--- config.mk ---
export PLATFORM = sky130hd
export DESIGN_NAME = decode_2_4_enc
export DESIGN_NICKNAME = d
export VERILOG_FILES = /design/src/rtl/decode_2_4_pkg.sv /design/src/rtl/decode_2_4_onehot_check.sv /design/src/rtl/decode_2_4_enc.sv
export SDC_FILE = /design/constraint.sdc
export NUM_CORES = 1
export LEC_CHECK = 0
export CAP_MARGIN = 5
export CORE_AREA = 2 2 39 41
export CTS_CLUSTER_DIAMETER = 120
export CTS_CLUSTER_SIZE = 40
export DETAILED_ROUTE_END_ITERATION = 8
export DIE_AREA = 0 0 41 43
export PLACE_DENSITY_LB_ADDON = 0.3
export SLEW_MARGIN = 20
export SYNTH_ARGS = -nofsm -noshare
export SYNTH_HDL_FRONTEND = slang
export SYNTH_SLANG_ARGS = --single-unit
--- constraint.sdc ---
create_clock -name clk -period 2.4 [get_ports clk]
set_clock_uncertainty 0.05 [all_clocks]
set_input_delay 0.6 -clock clk [delete_from_list [all_inputs] [get_ports clk]]
set_output_delay 0.6 -clock clk [all_outputs]
set_load 0.005 [all_outputs]
--- src/rtl/decode_2_4_pkg.sv ---
// Shared definitions for the decode_2_4 one-hot encoder:
// index constants, index type, popcount and priority-encode helpers.
package decode_2_4_pkg;

    typedef logic [1:0] idx_t;

    localparam idx_t IDX_S1 = 2'b00;
    localparam idx_t IDX_S2 = 2'b01;
    localparam idx_t IDX_S3 = 2'b10;
    localparam idx_t IDX_S4 = 2'b11;

    // Number of set bits in a 4-bit select vector.
    function automatic logic [2:0] popcount4(input logic [3:0] v);
        popcount4 = {2'b00, v[0]} + {2'b00, v[1]} + {2'b00, v[2]} + {2'b00, v[3]};
    endfunction

    // Index of the lowest set bit; all-zero maps to IDX_S1.
    function automatic idx_t prio_enc4(input logic [3:0] v);
        if (v[0])      prio_enc4 = IDX_S1;
        else if (v[1]) prio_enc4 = IDX_S2;
        else if (v[2]) prio_enc4 = IDX_S3;
        else if (v[3]) prio_enc4 = IDX_S4;
        else           prio_enc4 = IDX_S1;
    endfunction

endpackage

--- src/rtl/decode_2_4_onehot_check.sv ---
// Combinational legality check for a 4-bit select vector.
// Reports whether exactly one bit is set and the lowest set bit's index,
// which for a one-hot vector is simply the index of the active line.
module decode_2_4_onehot_check
    import decode_2_4_pkg::*;
(
    input  logic [3:0] vec_i,
    output logic       is_onehot_o,
    output idx_t       prio_idx_o
);

    // Legality and priority index are both pure functions of the vector.
    always_comb begin
        is_onehot_o = (popcount4(vec_i) == 3'd1);
        prio_idx_o  = prio_enc4(vec_i);
    end

endmodule

--- src/rtl/decode_2_4_enc.sv ---
// Registered 4-to-2 one-hot encoder with legality flag.
// Outputs reflect the select vector sampled at the previous rising edge.
// Build option DECODE_2_4_HOLD_EN: when defined, an illegal vector keeps the
// previous decode value instead of priority-encoding it; legal still drops.
module decode_2_4_enc
    import decode_2_4_pkg::*;
(
    input  logic       clk,
    input  logic       reset,
    input  logic       s1,
    input  logic       s2,
    input  logic       s3,
    input  logic       s4,
    output logic [1:0] decode,
    output logic       legal
);

    logic [3:0] vec;
    logic       is_onehot;
    idx_t       prio_idx;
    idx_t       decode_d;
    idx_t       decode_q;
    logic       legal_d;
    logic       legal_q;

    assign vec = {s4, s3, s2, s1};

    decode_2_4_onehot_check u_onehot_check (
        .vec_i       (vec),
        .is_onehot_o (is_onehot),
        .prio_idx_o  (prio_idx)
    );

    // Next-state selection: priority index, or held value for illegal input in hold builds.
    always_comb begin
        legal_d  = is_onehot;
        decode_d = prio_idx;
`ifdef DECODE_2_4_HOLD_EN
        if (!is_onehot) begin
            decode_d = decode_q;
        end
`else
        // Default build: illegal vectors still take the priority-encoded index.
`endif
    end

    // Output registers with synchronous reset taking priority over inputs.
    always_ff @(posedge clk) begin
        if (reset) begin
            decode_q <= IDX_S1;
            legal_q  <= 1'b0;
        end else begin
            decode_q <= decode_d;
            legal_q  <= legal_d;
        end
    end

    assign decode = decode_q;
    assign legal  = legal_q;

endmodule

# ---- Word-level counts from Yosys, hierarchy flattened
# Cells that the tools add are included.
dict set report word_totals {
  ff_bits 3
  out_inout_bits 3
  elab_cells 12
}
dict set report op_classes {
  add_sub_neg 3
  n_eq_ne 1
  muxes 3
  reduce_logical 2
}
# operator n
set op_table {}
lappend op_table {{3-bit by 1-bit adder with 3-bit output} 2}
lappend op_table {{2-bit 2-to-1 mux} 2}
lappend op_table {{3-bit by 1-bit equality test with 1-bit output, second input constant} 1}
lappend op_table {{3-bit OR reduction} 1}
lappend op_table {{1-bit by 1-bit adder with 2-bit output} 1}
lappend op_table {{2-bit OR reduction} 1}
lappend op_table {{1-bit 2-to-1 mux} 1}

# ---- Depth between registers and ports, before layout
dict set report depth {
  ltp_word 4
  depth_mapped 4
}

# ---- Modules after synthesis
# A second synthesis with hierarchy kept.
dict set report hier_totals {
  cells_unflattened 19
  hier_area_um2 173.9
}
# module instances cells_per_inst area_each_um2
set modules_own_cells {}
lappend modules_own_cells {decode_2_4_onehot_check 1 13 95.1}
lappend modules_own_cells {decode_2_4_enc 1 6 78.8}

# ---- Worst setup path before layout
# No wires, ideal clock.
dict set report synth_timing {
  kind {input-to-reg}
  from {in s1}
  to {reg legal_q (netlist: legal)}
  arrival_time_ns 1.761
  path_slack_ns 0.501
  stages 4
  n_path_buf 0
  cell_sequence {ha_1 -> fa_1 -> ha_1 -> nor4b_2}
}
dict set report synth_via {
  elab_chain_cells 4
}
# item line
set synth_lines {}
lappend synth_lines {{from (decl)} decode_2_4_enc.sv:10} ;# input logic s1,
lappend synth_lines {{1-bit by 1-bit adder with 2-bit output} decode_2_4_pkg.sv:14} ;# popcount4 = {2'b00, v[0]} + {2'b00, v[1]} + {2'b00, v[2]} + {2'b00, v[3]};
lappend synth_lines {{3-bit by 1-bit adder with 3-bit output (2 in series)} decode_2_4_pkg.sv:14}
lappend synth_lines {{3-bit by 1-bit equality test with 1-bit output} decode_2_4_onehot_check.sv:14} ;# is_onehot_o = (popcount4(vec_i) == 3'd1);
lappend synth_lines {{to (signal assigned)} decode_2_4_enc.sv:54} ;# legal_q <= legal_d;
lappend synth_lines {{to (decl)} decode_2_4_enc.sv:24} ;# logic legal_q;
# No other way between the ends.
# A chain may end at the register's enable or synchronous reset.

# ---- Worst setup path in the final report
# Same ends and word-level chain as after synthesis.

==> impl_metrics.toml <==
[timing]
slew_headroom_pct = 85.3
max_freq_mhz = 451
hold_viol = 0
fin_crit_ns = 2.21
setup_ws_ns = 0.185
drv_slew = 0
rsz0062_at_grt = "no"
finalSetupViolations = 0
fin_crit_sh_pct = 92.3
hold-worst-slack_ns = 0.980
tightest_slew_ns = 0.220

[cts]
cts_hold_buffers = 0
cts.sinks = 3
cts_buffers = 3
cts-root-buf = "clkbuf_4"
clkTransAtPathRegs_ns = 0.04
cts-htree-levels = 1
clk_path_buf_depth = 2
post_cts_resized = 0
cts_setup_buffers = 0
cts_tree = "built"

[finish]
multi_input_area_um2 = 93.8
nNetsFinal = 36
final_cells = 42
drive_gt1_share_pct = 26.9
num_antenna_cells = 0
area.growth.synth_to_final_pct = 91.9
n_fill_cell = 144
final_util_pct = 21.3
seq_area_um2 = 60.1

[place]
gp_congestion = 0.618
pre_cts_ws_ns = -0.0582
hpwl_um = 268
io_buffers = 8
dp.cells = 38

[global_routing]
grt_pass1_wl_um = 558
antenna_found_initial = 0
grt_overflow = 0
grt_pass1_vias = 152
grt_max_degree = 4
grt_usage_pct = 5.43

[synth]
syn_area_per_cell_um2 = 12.8
syn_area_um2 = 154
syn_inst = 12
seq_area_frac_synth_pct = 39.0
syn_nets = 21
synth_seq_cells = 3
yosys.cell_types.count = 8
yosysWarnings = 0

[floorplan]
coreArea_um2 = 1380
die_area_um2 = 1760
std_cell_rows = 14
initial_core_util_pct = 11.1
ioPinCount = 9
die_h_um = 43
die-width_um = 41

[detailed_routing]
routed_wirelength_um = 327
drc = 0
via_count = 146
drt_iter0_markers = 1
drt-pass1-iter-count = 2
wl_per_cell_um = 7.79
viasPerCell = 3.48
ant_nets = 0

[pwr]
ir_worst_vdd_mv = 0.116
power_per_cell_area_nw_per_um2 = 592
p_leak_nw = 0.115

[critical_path]
startpoint_type = "primary input"
crit_type = "in2reg"
critical_path_required_ns = 2.48
arrival_ns = 2.30
crit_fanout = 2
endpoint_kind = "flip-flop"

[run]
max_cap_viol_count = 0

[worst_hold_path]
worstHoldPathType = "in2reg"

[outcome]
status = "finished, final reports clean"
## layout by cell type (no fill, tap or decap)
master	instances
nor4b_2	1
nor2b_1	1
ha_1	2
nor2_1	2
fa_1	1
clkbuf_4	3
dfxtp_1	3
o21a_1	1
clkdlybuf4s50_1	8
buf_4	2
nor4_2	1
clkbuf_1	1
## stage by stage
step	TNS (ns)	total power, mW	instance area, um^2
2_1_floorplan	0	0.0666	154
3_3_place_gp	-0.00186	0.0871	269
3_5_place_dp	-0.0582	0.0897	269
4_1_cts	0	0.182	295
5_1_grt	0	0.189	295
6_report	0	0.175	295
## sequential cells by signal, summed over array words and instances (netlist names)
| name | count |
|---|---|
| decode | 2 |
| legal | 1 |
## routing by layer
| layer | GRT usage [%] | share of wire (%) |
|---|---|---|
| met5 | 0 | 0 |
| met4 | 8.00 | 0 |
| met3 | 1.57 | 13 |
| met2 | 7.81 | 46 |
| met1 | 4.52 | 40 |
## cell families (layout without fill, tap and decap cells)
family | count (synthesis) | count (layout) | share of synthesized area, %
buffers and inverters | 0 | 14 | 0
and+or+nand+nor | 5 | 5 | 26.8
AOI/OAI and AO/OA | 1 | 1 | 4.88
adders and majority gates | 3 | 3 | 29.3
DFF | 3 | 3 | 39.0
## Yosys cell counts
cell type	count	area share [%]
nor2_1	2	4.9
fa_1	1	13
dfxtp_1	3	39
nor2b_1	1	4.1
nor4b_2	1	9.8
nor4_2	1	8.1
ha_1	2	16
o21a_1	1	4.9
## critical path, cell delays in order
cell             delay [ns]
clkdlybuf4s50_1        0.43
ha_1                   0.31
fa_1                   0.37
ha_1                   0.29
nor4b_2                0.29
## power breakdown
group / switching [mW] / internal (mW) / total (mW)
Clock: 0.0243 / 0.0622 / 0.0865
Sequential: 0.000827 / 0.0533 / 0.0541
Combinational: 0.0120 / 0.0223 / 0.0343
Total: 0.0371 / 0.138 / 0.175
## worst paths after layout
kind / cells past startpoint / start / to
setup / recovery: 5 / s1 / legal
hold / removal: 2 / reset / decode[1]
## cell type report
| type | count | share of cell area (%) |
|---|---|---|
| multi-input combinational | 9 | 31.8 |
| timing repair buffer | 10 | 32.2 |
| sequential | 3 | 20.3 |
| tap | 16 | 6.78 |
| clock buffer | 4 | 8.90 |
(Power assumes the default switching activity.)
